<file path="src/rtl/rwt_sat_counter.sv">
// Parameterised counter with synchronous clear and a saturate/wrap select.
module rwt_sat_counter #(
  parameter int unsigned W   = 16,
  parameter bit          SAT = 1'b1
) (
  input  logic         clk,
  input  logic         resetn,
  input  logic         clear,
  input  logic         inc,
  output logic [W-1:0] count
);

  localparam logic [W-1:0] MAX_VAL = '1;

  // Clear wins over increment; saturating variants hold at all-ones.
  always_ff @(posedge clk or negedge resetn) begin
    if (!resetn) begin
      count <= '0;
    end else if (clear) begin
      count <= '0;
    end else if (inc) begin
      if (!(SAT && (count == MAX_VAL))) begin
        count <= count + W'(1);
      end
    end
  end

endmodule : rwt_sat_counter

</file>
<file path="config.mk">
export PLATFORM = sky130hd
export DESIGN_NAME = rwt_sat_counter
export DESIGN_NICKNAME = d
export VERILOG_FILES = /design/src/rtl/rwt_sat_counter.sv
export SDC_FILE = /design/constraint.sdc
export NUM_CORES = 1
export LEC_CHECK = 0
export ABC_CLOCK_PERIOD_IN_PS = 2590
export CORE_MARGIN = 5
export CORE_UTILIZATION = 52
export CTS_CLUSTER_SIZE = 28
export DETAILED_ROUTE_END_ITERATION = 16
export GPL_TIMING_DRIVEN = 0
export PLACE_DENSITY = 0.82
export REMOVE_ABC_BUFFERS = 1
export SLEW_MARGIN = 0
export SYNTH_ARGS = -nofsm -noshare
export SYNTH_HDL_FRONTEND = slang
export SYNTH_SLANG_ARGS = --single-unit
</file>
<file path="constraint.sdc">
create_clock -name clk -period 2.59 [get_ports clk]
set_input_delay 0.518 -clock clk [delete_from_list [all_inputs] [get_ports clk]]
set_output_delay 0.518 -clock clk [all_outputs]
set_load 0.1 [all_outputs]
</file>
==> impl_metrics.yaml <==
outcome:
  status: "finished clean"
clock_tree:
  clk-insertion-delay-late_ns: 0.29
  cts_max_level: 1
  postCtsSetupRepairBufs: 0
  cts.sinks: 16
  cts-buffers-inserted: 3
  root_buffer: "clkbuf_4"
  cts.path.max_buffers: 2
  cts_resized: 0
  clk_pin_slew_ns: 0.09
  cts-hold-fix-buffers: 0
  cts_tree: "done"
cells_and_area:
  layout_commonest_cell: "clkdlybuf4s50_1"
  instances_no_fill: 129
  largest_registers: "count (16)"
  largest_reg_flops: 16
  nets: 119
  layout_common_cells: "clkdlybuf4s50_1, dfrtp_1, a21oi_1, nand2_1, or4_1"
  post-route-cell-area_mm2: 0.001131
  area_growth_pct: 25.03
  diodes: 0
  drive_gt1_share_pct: 6.250
  largest-register: "count"
  n_fill_cell: 150
logic_synthesis:
  avgSynthCellArea_um2: 9.833
  synthAdderAreaFrac_pct: 1.383
  ys_seq_area_share_pct: 44.26
  ys.warnings.count: 0
  netlist_instances: 92
  synthMuxAreaShare_pct: 4.011
  synth_compound_area_share_pct: 17.70
  synth_top_family_by_area: "simple AND/OR/NAND/NOR gates"
  syn_area_um2: 904.6
  synthXorXnorAreaFrac_pct: 0
  synth-seq-cells: 16
  ys_types: 31
  synthSimpleGateAreaFrac_pct: 30.57
critical_path:
  start_kind: "flop"
  cp_data_arrival_time_ns: 1.97
  cp-end-kind: "output port"
  cp_cell_sequence: "clkdlybuf4s50_1"
  cp_num_buf_inv: 1
  critical_path.max_fanout: 8
  critPathKind: "reg -> out"
  critical-path-top-delay-family: "buffers and inverters"
  slowest_delay_ns: 1.18
  cp.required_ns: 2.07
  cp_slowest_cell: "clkdlybuf4s50_1"
placement:
  place_ws_ns: 0.2418
  io_buffers: 19
  placed_cell_area_mm2: 0.001109
  dp.cells: 126
  place.detailed.hpwl_um: 1468
  place.gp.congestion: 0.8003
floorplan:
  die_h_um: 51.71
  core_mm2: 0.001689
  initial_core_util_pct: 53.56
  die_area_mm2: 0.002674
  rows: 15
  io_pins: 20
  die_x_um: 51.71
routing:
  drc: 0
  post_drt_via_cell_ratio: 6.690
  wl_per_cell_um: 17.49
  first_pass_iters: 4
  postRouteAntennaNets: 0
  vias: 863
  wl_um: 2256
  drt_iter0_drc: 16
timing:
  tns_ns: 0
  period_minus_slack_ns: 2.490
  maxSlewViolCount: 0
  whs_ns: 0.5529
  timing.fmax_mhz: 401.6
  finalHoldViolations: 0
  finClkSkew_ns: 0.001624
  finalCritPeriodShare_pct: 96.15
  tightest_slew_ns: 0.9824
  final-setup-viol-count: 0
  max-slew-margin-rel_pct: 34.30
  grt_setup_unrepaired: "no"
  setup_ws_ns: 0.09980
run:
  cap_violations: 0
global_routing:
  grt_pass1_vias: 848
  grt_first_pass_wirelength_um: 3995
  grt_max_degree: 18
  grt_antenna_before_repair: 0
  grt_use_total_pct: 19.98
  grt-ovfl-total: 0
power:
  vdd_drop_max_uv: 305.1
  p_leak_uw: 0.0004498
  powerDensity_mw_per_mm2: 396.8
hold_path:
  hp-class: "reg -> reg"
## per-layer routing
metal | vias to the layer above | wire length [um] | global-route usage, %
met4 | 0 | 45 | 10.48
met5 | - | 0 | 0
li1 | 409 | - | -
met2 | 29 | 1064 | 32.20
met1 | 418 | 1008 | 25.09
met3 | 7 | 137 | 4.011
## metrics by stage
stage	total power [uW]	util [%]
after floorplan	294.5	-
after global placement	317.4	65.63
after detailed placement	318.3	65.63
after CTS	449.5	66.96
after global routing	465.9	66.96
final	448.9	66.96
## worst reg2reg max path: stages, from the launching register on
cell and delay [ns]:
dfrtp_1 0.48, ha_1 0.25, nand4_1 0.23, nor4_4 0.47
nor2b_2 0.16, mux2_4 0.32
## final timing paths
kind | startpoint | endpoint | slack, ns | cells after the start
max | count[8] | count[8] | 0.1 | 1
min | count[14] | count[14] | 0.55 | 1
max reg2reg | count[0] | count[0] | 0.58 | 5
min reg2reg | count[14] | count[14] | 0.55 | 1
max in group asynchronous | resetn | count[10] | 1.48 | 1
min in group asynchronous | resetn | count[0] | 0.65 | 1
## final cells by class
class | count | area (um2) | area share, %
Clock buffer | 3 | 22.52 | 1.991
Inverter | 3 | 11.26 | 0.9956
Multi-Input combinational cell | 71 | 485.5 | 42.92
Sequential cell | 16 | 400.4 | 35.40
Tap cell | 17 | 21.27 | 1.881
Timing Repair Buffer | 19 | 190.2 | 16.81
## synth_stat cells (all sizes together)
library cell / n / area [um2]
dfrtp: 16 / 400.4
a21oi: 10 / 50.05
nand2: 8 / 30.03
nand4: 6 / 52.55
or4: 6 / 45.04
o31ai: 5 / 37.54
o21ai: 4 / 20.02
or3: 4 / 25.02
and4: 3 / 26.28
inv: 3 / 11.26
nand3: 3 / 15.01
nor2: 3 / 11.26
nor2b: 3 / 21.27
clkbuf: 2 / 7.510
mux2: 2 / 26.27
nor3: 2 / 10.01
nor4: 2 / 27.53
a211oi: 1 / 7.510
a311oi: 1 / 8.760
a41oi: 1 / 8.760
and2: 1 / 6.260
and3: 1 / 6.260
ha: 1 / 12.51
mux2i: 1 / 10.01
o211a: 1 / 10.01
o311ai: 1 / 8.760
o41ai: 1 / 8.760
## report_power, final
| group | total, uW | internal, uW | switching (uW) |
|---|---|---|---|
| logic | 55.1 | 15.4 | 39.7 |
| registers | 258 | 253 | 5.47 |
| clock network | 136 | 54.2 | 81.5 |
## kinds of logic after synthesis
family	count (synthesis)
multiplexers	3
buffers and inverters	5
adder cells (fa/ha/maj)	1
AND/OR/NAND/NOR	42
AO/OA/AOI/OAI	25
flip-flops	16
Power figures use the tool's default switching activity.
